### src/rtl/mem_access_unit.sv
// Memory-stage access unit: issues data-memory requests, stalls upstream until ack, feeds MEM/WB.
// Optional WAIT timeout with sticky error flag is enabled by defining MEM_TIMEOUT_EN.
module mem_access_unit #(
  parameter int D_WIDTH = 32,
  parameter int TIMEOUT = 16
) (
  input  logic               clk,
  input  logic               rst_n,
  input  logic               i_valid,
  input  logic               i_MemWriteM,
  input  logic               i_MemtoRegM,
  input  logic               i_RegWriteM,
  input  logic               i_PCSrcM,
  input  logic [3:0]         i_WA3M,
  input  logic [D_WIDTH-1:0] i_ALUResultM,
  input  logic [D_WIDTH-1:0] i_WriteDataM,
  output logic               o_mem_req,
  output logic               o_mem_we,
  output logic [D_WIDTH-1:0] o_mem_addr,
  output logic [D_WIDTH-1:0] o_mem_wdata,
  input  logic               i_mem_ack,
  input  logic [D_WIDTH-1:0] i_mem_rdata,
  output logic [D_WIDTH-1:0] o_RD,
  output logic [D_WIDTH-1:0] o_ALUResultM,
  output logic               o_RegWriteM,
  output logic               o_PCSrcM,
  output logic               o_MemtoRegM,
  output logic [3:0]         o_WA3M,
  output logic               o_stall,
  output logic               o_mem_err
);

  if (TIMEOUT < 1) begin : g_bad_timeout
    $error("mem_access_unit: TIMEOUT must be at least 1");
  end

  typedef enum logic [1:0] {S_IDLE, S_WAIT, S_DONE} state_t;

  state_t               state_q, state_nxt;
  logic [D_WIDTH-1:0]   addr_q, wdata_q, rd_q;
  logic                 we_q, regwrite_q, pcsrc_q, memtoreg_q, err_q;
  logic [3:0]           wa3_q;
  logic                 memop, timeout_hit;

  assign memop = i_valid & (i_MemWriteM | i_MemtoRegM);

`ifdef MEM_TIMEOUT_EN
  localparam int CW = $clog2(TIMEOUT + 1);
  logic [CW-1:0] cnt_q;

  assign timeout_hit = (cnt_q == CW'(TIMEOUT - 1));

  always_ff @(posedge clk or negedge rst_n) begin
    if (!rst_n) begin
      cnt_q <= '0;
    end else if (state_q == S_WAIT) begin
      cnt_q <= cnt_q + 1'b1;
    end else begin
      cnt_q <= '0;
    end
  end
`else
  assign timeout_hit = 1'b0;
`endif

  always_ff @(posedge clk or negedge rst_n) begin
    if (!rst_n) begin
      state_q    <= S_IDLE;
      addr_q     <= '0;
      wdata_q    <= '0;
      rd_q       <= '0;
      we_q       <= 1'b0;
      regwrite_q <= 1'b0;
      pcsrc_q    <= 1'b0;
      memtoreg_q <= 1'b0;
      wa3_q      <= '0;
      err_q      <= 1'b0;
    end else begin
      state_q <= state_nxt;
      case (state_q)
        S_IDLE: begin
          if (memop) begin
            addr_q     <= i_ALUResultM;
            wdata_q    <= i_WriteDataM;
            we_q       <= i_MemWriteM;
            regwrite_q <= i_RegWriteM;
            pcsrc_q    <= i_PCSrcM;
            memtoreg_q <= i_MemtoRegM;
            wa3_q      <= i_WA3M;
          end
        end
        S_WAIT: begin
          // ack wins over a timeout landing in the same cycle
          if (i_mem_ack) begin
            rd_q <= (memtoreg_q && !we_q) ? i_mem_rdata : '0;
          end else if (timeout_hit) begin
            rd_q  <= '0;
            err_q <= 1'b1;
          end
        end
        default: ;
      endcase
    end
  end

  always_comb begin
    state_nxt    = state_q;
    o_mem_req    = 1'b0;
    o_mem_we     = 1'b0;
    o_mem_addr   = addr_q;
    o_mem_wdata  = wdata_q;
    o_RD         = '0;
    o_ALUResultM = i_ALUResultM;
    o_WA3M       = i_WA3M;
    o_RegWriteM  = 1'b0;
    o_PCSrcM     = 1'b0;
    o_MemtoRegM  = 1'b0;
    o_stall      = 1'b0;
    case (state_q)
      S_IDLE: begin
        if (memop) begin
          o_stall   = 1'b1;
          state_nxt = S_WAIT;
        end else begin
          o_RegWriteM = i_valid & i_RegWriteM;
          o_PCSrcM    = i_valid & i_PCSrcM;
          o_MemtoRegM = i_valid & i_MemtoRegM;
        end
      end
      S_WAIT: begin
        o_mem_req    = 1'b1;
        o_mem_we     = we_q;
        o_stall      = 1'b1;
        o_ALUResultM = addr_q;
        o_WA3M       = wa3_q;
        if (i_mem_ack || timeout_hit) begin
          state_nxt = S_DONE;
        end
      end
      S_DONE: begin
        o_RD         = rd_q;
        o_ALUResultM = addr_q;
        o_WA3M       = wa3_q;
        o_RegWriteM  = regwrite_q;
        o_PCSrcM     = pcsrc_q;
        o_MemtoRegM  = memtoreg_q;
        state_nxt    = S_IDLE;
      end
      default: state_nxt = S_IDLE;
    endcase
  end

  assign o_mem_err = err_q;

endmodule

### config.mk
export PLATFORM = sky130hd
export DESIGN_NAME = mem_access_unit
export DESIGN_NICKNAME = d
export VERILOG_FILES = /design/src/rtl/mem_access_unit.sv
export SDC_FILE = /design/constraint.sdc
export NUM_CORES = 1
export LEC_CHECK = 0
export ABC_AREA = 1
export CAP_MARGIN = 5
export CORE_MARGIN = 2
export CORE_UTILIZATION = 35
export CTS_BUF_LIST = sky130_fd_sc_hd__clkbuf_8
export CTS_CLUSTER_DIAMETER = 200
export DETAILED_ROUTE_END_ITERATION = 7
export GPL_TIMING_DRIVEN = 0
export HOLD_SLACK_MARGIN = 0.12
export PLACE_DENSITY_LB_ADDON = 0.12
export REMOVE_ABC_BUFFERS = 1
export SLEW_MARGIN = 20
export SYNTH_ARGS = -nofsm -noshare
export SYNTH_HDL_FRONTEND = slang
export SYNTH_SLANG_ARGS = --single-unit
### constraint.sdc
create_clock -name clk -period 1.5 [get_ports clk]
set_clock_uncertainty 0.1 [all_clocks]
set_input_delay 0.225 -clock clk [delete_from_list [all_inputs] [get_ports clk]]
set_output_delay 0.225 -clock clk [all_outputs]
set_load 0.05 [all_outputs]
Yosys cells after proc, flatten, opt, wreduce, memory -nomap -nowiden
Index checks and enable logic that the tools add are counted.
Storage, ports and cells
  register bits: 106
  input port bits: 108
Operators by class
  equality and inequality tests: 4
  multiplexer cells: 17
  bitwise operators: 5
  reductions and logical operators: 7
Operators by type and width (count)
  $mux W32: 3
  $pmux W1 S2: 4
  $mux W1: 6
  $reduce_and A2 Y1: 3
  $and A1 B1 Y1: 4
  $mux W2: 2
  $mux W4: 1
  $ne A2 B2 Y1 const B: 2
  $pmux W2 S2: 1
  $eq A2 B1 Y1 const B: 1
  $eq A2 B2 Y1 const B: 1
  $logic_not A2 Y1: 1
  $reduce_or A2 Y1: 1
  $logic_and A1 B1 Y1: 1
  $logic_not A1 Y1: 1
  $or A1 B1 Y1: 1

Depth between registers and ports, before layout
Gate-level depths: netlist of the first run.
  depth after elaboration: 4
  depth in mapped cells: 7

Worst setup path after synthesis of the first run
OpenSTA, ideal clock, no wires.
  path kind: register to output
  start point: register state_q[0]
  end point: output port o_ALUResultM[0]
  arrival time: 2.103 ns
  slack: -0.928 ns
  stages on the path, launching flop included: 6
  cells stage by stage: dfrtp_1 > inv_1 > ha_1 > buf_2 > clkbuf_1 > o21ai_0
On the way
  word-level cells in the longest chain between the ends: 3
RTL lines
  start, declared: line 39  | state_t state_q, state_nxt;
  start signal, assigned: line 79  | state_q <= state_nxt;
  $eq A2 B1 Y1 / $eq A2 B2 Y1 (equally long branches): line 119  | case (state_q)
  $reduce_or A2 Y1 (no line) (*)
  $mux W32 (*): line 119
  end, declared: line 24  | output logic [D_WIDTH-1:0] o_ALUResultM,
Mark *: on every way between the ends. The rest lies on a longest branch, timed or not.

Worst setup path after layout of the first run
  start point: register state_q[1]
  end point: output port o_ALUResultM[15]
Same word-level chain as after synthesis.

==> flow_summary_export.csv, run 1 <==
group,metric,value,unit
status,run_status,"finished, violations left",
status,violations,"negative setup slack",
critical_path,start_kind,"register",
floorplan,rows,44,
synth,synth_edf_count,0,
route,viasPerCell,4.54,
grt,grt_max_degree,57,
power,p_per_area,2670,mW/mm2
synth,avgSynthCellArea,8.19,um2
floorplan,core_region_area,0.0144,mm2
synth,seq_area_frac_synth,52.1,%
grt,grt_pass1_wl,25.2,mm
critical_path,cp_max_fo,12,
layout,n_antenna_cell,0,
sta,setup_viol,118,
synth,synth_cells,622,
layout,fillers,1181,
layout,fin_nets,1013,
floorplan,dieArea,0.0155,mm2
layout,post-route-util,63.2,%
route,wire_per_inst,15.9,um
cts,clock-root-buffer,"clkbuf_8",
synth,synth_top_area_share,52.1,%
critical_path,startpoint,"state_q[1]",
critical_path,crit_type,"register to output pin",
job,drv_cap,0,
grt,antenna_found_initial,1,
layout,areaGrowthSynthToFinish,78.3,%
sta,slew_viol_final,0,
critical_path,arrival,1760,ps
critical_path,r2r_start,"state_q[1]",
sta,final.setup.tns,-48680,ps
grt,grt_pass1_vias,4870,
synth,yosys.cell_count.top_type,"nand2_1",
route,drt_iter0_drc,175,
sta,fmax,480,MHz
synth,ys_warn_count,0,
synth,synthFlopType,"dfrtp_1",
cts,cts.sinks,106,
sta,layout_setup_ws,-583,ps
layout,drive_gt1_share,38.6,%
cts,cts_tree,"done",
route,num_vias,4956,
sta,hold_violations,0,
grt,grtUsageTotal,20.2,%
critical_path,cp.required,1170,ps
route,first_pass_iters,4,
place,numPortBuffers,245,
layout,design_area,0.00908,mm2
sta,hold_ws,241,ps
synth,yosysTopAreaCell,"dfrtp_1",
route,wirelength,17.3,mm
sta,fin_crit,2080,ps
cts,htreeDepth,3,
place,gp_congestion,0.767,
sta,slew_headroom,65.3,%
floorplan,dieHeight,125,um
cts,path_clk_slew,100,ps
floorplan,num_io_pins,247,
route,ant_nets,0,
critical_path,end_kind,"output pin",
route,drc,0,
synth,synthTopCellsByCount,"nand2_1, inv_1, dfrtp_1",
synth,yosysUniqueCellTypes,17,
sta,tightest_slew,521,ps
sta,fin_crit_sh,139,%
floorplan,start_util,35.4,%
critical_path,worstRegToRegCells,12,
place,preCtsSetupSlack,-1600,ps
synth,synth_area_leaders,"dfrtp_1, nand2_1, o21ai_2",
grt,grt_overflow,0,
synth,synthArstFlopShare,100,%
cts,cts_buffers,9,
synth,ys_ff_latch,106,
sta,grt_setup_unrepaired,"true",
synth,netlist_area,0.00509,mm2
floorplan,die_w,125,um
place,hpwl,9.72,mm
place,placed_cell_area,0.00764,mm2
hold_path,hp-class,"input port to async pin",
power,vdd_drop_max,1750,uV
power,leakage,4.81,nW
cts,clock_latency,380,ps
cts,cts_max_path_buffers,2,
==> metal layers <==
metal  global-route usage (%)  part of all wire [%]  up-vias
met1                     23.9                    41     2350
met2                     35.0                    50      169
li1                         -                     -     2418
met3                     6.14                   7.5       19
met5                        0                     0        -
met4                     6.54                   1.9        0
==> worst max-delay path, cell delays in order, from the launching register on <==
cell,delay [ps]
dfrtp_1,400
inv_2,70
ha_4,380
clkbuf_16,210
nand2_1,50
o21ai_1,90
buf_6,180
==> registers in the layout, indices dropped and copies added (netlist names) <==
name	flops
state_q	2
o_mem_addr	32
o_mem_wdata	32
rd_q	32
we_q	1
pcsrc_q	1
regwrite_q	1
memtoreg_q	1
wa3_q	4
==> where the power goes <==
group | leakage [nW] | internal [mW] | switching (mW)
combinational | 3.34 | 6.28 | 11.0
sequential | 1.35 | 4.18 | 0.934
clock | 0.113 | 0.845 | 0.969
==> cell usage in the layout, fill, tap and decap left out, types with 7 or more instances in the layout <==
cell	netlist	layout
nand2_2	1	24
nand2_1	256	224
clkdlybuf4s15_2	0	27
buf_12	0	12
buf_2	6	30
buf_16	0	8
o21ai_2	51	90
clkbuf_16	0	8
o21ai_1	7	13
dfrtp_1	106	106
buf_6	12	78
clkdlybuf4s50_1	0	106
clkdlybuf4s18_2	0	7
buf_4	6	13
inv_2	2	8
buf_8	0	10
inv_1	107	101
nand2_4	0	9
clkbuf_8	0	11
==> final timing paths <==
kind | end | slack, ps
worst min-delay path | o_mem_addr[10] | 240
min in group clk | o_mem_wdata[31] | 270
max in group asynchronous | o_mem_wdata[15] | 400
worst min register to register | o_mem_wdata[4] | 380
worst max register to register | rd_q[3] | -420
worst max-delay path | o_ALUResultM[15] | -580
==> through the flow <==
stage | cells | power, mW
floorplan | 588 | 13.6
global placement | 1017 | 16.8
detailed placement | 1021 | 19.0
CTS | 1068 | 22.6
global route | 1091 | 25.3
finish | 1091 | 24.2
==> layout make-up <==
type	count	area, um2	share of cell area [%]
Timing Repair Buffer	300	3380	37.3
Tap cell	184	230	2.54
Clock buffer	11	151	1.67
Multi-Input combinational cell	375	2150	23.7
Timing Repair inverter	1	16.3	0.179
Inverter	109	445	4.91
Clock inverter	5	46.3	0.510
Sequential cell	106	2650	29.2
==> cells by family (layout without fill, tap and decap cells) <==
group           after synthesis  after routing  synth area share, %
compound gates              109            109                 14.5
fa+ha+maj                     3              3                0.737
buf+inv                     143            426                 12.9
flops                       106            106                 52.1
other cells                   1              1               0.0737
simple gates                260            262                 19.7
==> repair_timing <==
| item | in CTS | in global routing |
|---|---|---|
| resized for setup | 836 | 173 |
| endpoints found under the hold margin | 50 | 0 |
| gates cloned | 7 | 12 |
| setup buffers | 23 | 14 |
| hold buffers | 1 | 0 |
| pin swaps | 5 | 7 |
| endpoints found under the setup margin | 206 | 180 |
Power figures use the tool's default switching activity.
==> run 2, diff against run 1 <==
--- a/config.mk
+++ b/config.mk
@@ -9,2 +9,3 @@
 export CAP_MARGIN = 5
+export CORE_ASPECT_RATIO = 1.25
 export CORE_MARGIN = 2
@@ -16,3 +17,3 @@
 export HOLD_SLACK_MARGIN = 0.12
-export PLACE_DENSITY_LB_ADDON = 0.12
+export PLACE_DENSITY = 0.84
 export REMOVE_ABC_BUFFERS = 1
==> constraint.sdc (replaced) <==
create_clock -name clk -period 1.5 [get_ports clk]
set_clock_uncertainty 0.1 [all_clocks]
set_input_delay 0.45 -clock clk [delete_from_list [all_inputs] [get_ports clk]]
set_output_delay 0.45 -clock clk [all_outputs]
set_load 0.05 [all_outputs]
==> flow_summary_export.csv, run 2 (synthesis results as in run 1) <==
group,metric,value,unit
cts,cts_buffers,9,
floorplan,core_region_area,0.0143,mm2
route,num_vias,5344,
critical_path,cp_slowest_cell,"dfrtp_1",
place,gp_congestion,0.774,
sta,fin_crit_sh,156,%
grt,grt_busiest_layer,"met2",
layout,layout_commonest_cell,"nand2_1",
place,hpwl,9.92,mm
layout,stdcell_count,1108,
route,viasPerCell,4.82,
cts,clock-root-buffer,"clkbuf_8",
sta,final.setup.tns,-97320,ps
layout,areaGrowthSynthToFinish,86.4,%
route,drc,0,
sta,grt_setup_unrepaired,"true",
cts,cts_tree,"done",
power,p_per_area,2700,mW/mm2
critical_path,end_kind,"output pin",
floorplan,dieHeight,139,um
power,internal-power,12.1,mW
power,switching_share,52.9,%
grt,antenna_found_initial,0,
place,place_inst,1013,
cts,htreeDepth,3,
status,run_status,"finished, violations left",
route,wire_per_inst,17.3,um
grt,grtUsageTotal,22.5,%
layout,n_antenna_cell,0,
layout,final_cell_mix,"nand2_1, buf_6, clkdlybuf4s50_1, inv_1, dfrtp_1",
place,preCtsSetupSlack,-2400,ps
sta,layout_setup_ws,-842,ps
grt,grtUsageMet2,39.3,%
sta,tightest_slew,501,ps
route,drt_iter0_drc,218,
power,p_clk_share,7.5,%
layout,fillers,1057,
cts,cts_max_path_buffers,2,
sta,fmax,427,MHz
place,numPortBuffers,245,
route,first_pass_iters,5,
sta,fin_crit,2340,ps
power,switching_power,13.5,mW
cts,clock_latency,360,ps
grt,grt_pass1_vias,5102,
grt,grt_max_degree,58,
grt,grt_overflow,0,
floorplan,die_w,112,um
route,wirelength,19.2,mm
critical_path,cp_max_fo,36,
critical_path,cp.required,950,ps
critical_path,crit_type,"register to output pin",
power,leakage,5.01,nW
hold_path,hp-class,"register to register",
layout,fin_nets,1036,
power,pwr-share-seq,21.1,%
critical_path,start_kind,"register",
layout,seq_area,0.00266,mm2
critical_path,arrival,1790,ps
sta,slew_viol_final,0,
sta,hold_violations,0,
floorplan,dieArea,0.0155,mm2
layout,drive_gt1_share,41.3,%
sta,setup_viol,202,
job,drv_cap,0,
grt,grtUsageMet3,3.37,%
grt,grt_pass1_wl,27.5,mm
status,violations,"negative setup slack",
layout,multi_input_area,0.00228,mm2
cts,cts.sinks,106,
floorplan,num_io_pins,247,
floorplan,start_util,35.6,%
power,comb_power_share,71.4,%
sta,slew_headroom,66.6,%
critical_path,crit_chain,"inv_2, ha_4, buf_12, o21ai_1, buf_6",
grt,grtUsageMet1,28.3,%
power,p_total,25.6,mW
floorplan,rows,49,
route,ant_nets,0,
cts,path_clk_slew,100,ps
critical_path,max_stage_delay,440,ps
power,vdd_drop_max,1960,uV
[run 2: changes by cell type in the layout (fill, tap and decap cells not counted), sizes merged]
cell	change
buf	+55
clkbuf	-5
clkdlybuf4s15	-26
clkdlybuf4s18	-7
clkdlybuf4s50	-3
clkinv	+2
dlygate4sd2	+2
inv	+2
nand3	+3
[run 2: stage by stage]
step	utilization [%]	cell area [um2]	hold slack, ps
after global routing	66.4	9490	411
after detailed placement	53.2	7600	326
after global placement	52.6	7520	362
final	66.4	9490	391
after floorplan	-	4840	54.4
after CTS	60.7	8670	392
[run 2: layout make-up]
type                    instances  area share (%)
repair buffers                317            38.3
flip-flops and latches        106            28.0
multi-input cells             378            24.0
inverters                     109            4.52
well taps                     178            2.35
clock buffers                  10            1.45
clock inverters                 6           0.765
repair inverters                4           0.607
[run 2: routing by layer]
layer / vias to the layer above / part of all wire, %
li1: 2485 / -
met4: 0 / 3.4
met3: 46 / 4.5
met2: 223 / 54
met5: - / 0
met1: 2590 / 38
[run 2: final timing paths]
path                               endpoint       start  cells past startpoint  slack, ps
setup / recovery           o_ALUResultM[31]  state_q[1]                      5       -840
hold / removal                     rd_q[17]    rd_q[17]                      2        390
setup reg to reg                   wa3_q[2]  state_q[1]                     12       -700
hold reg to reg                    rd_q[17]    rd_q[17]                      2        390
max in group asynchronous   o_mem_wdata[27]       rst_n                      3        160
min in group asynchronous           rd_q[3]       rst_n                      2        480
[run 2: critical path, delay by kind of cell, from the launching register on]
kind	cells	cell delay [ps]
AO/OA/AOI/OAI	1	230
adder cells (fa/ha/maj)	1	290
buffers and inverters	3	450
flip-flops	1	440
[run 2: power by group through the flow]
stage / Clock (mW) / Combinational [mW] / Sequential, mW
floorplan: 0 / 5.80 / 7.80
global placement: 0 / 11.5 / 4.98
detailed placement: 0 / 13.8 / 5.03
CTS: 1.96 / 16.4 / 5.05
global route: 2.09 / 19.0 / 5.54
finish: 1.92 / 18.3 / 5.40
[run 2: repair_timing]
item / CTS / global route
resized for setup: 733 / 451
endpoints found under the setup margin: 244 / 236
buffers inserted: 34 / 30
pin swaps: 8 / 19
hold buffers: 1 / 0
gates cloned: 13 / 7
hold endpoints to repair: 49 / 0
==> run 3, diff against run 2 <==
Settings changed: CAP_MARGIN 5 to 15, CTS_CLUSTER_SIZE set to 40.
==> results of run 3 <==
The final DEF is identical to that of run 2; final timing and power are the same.
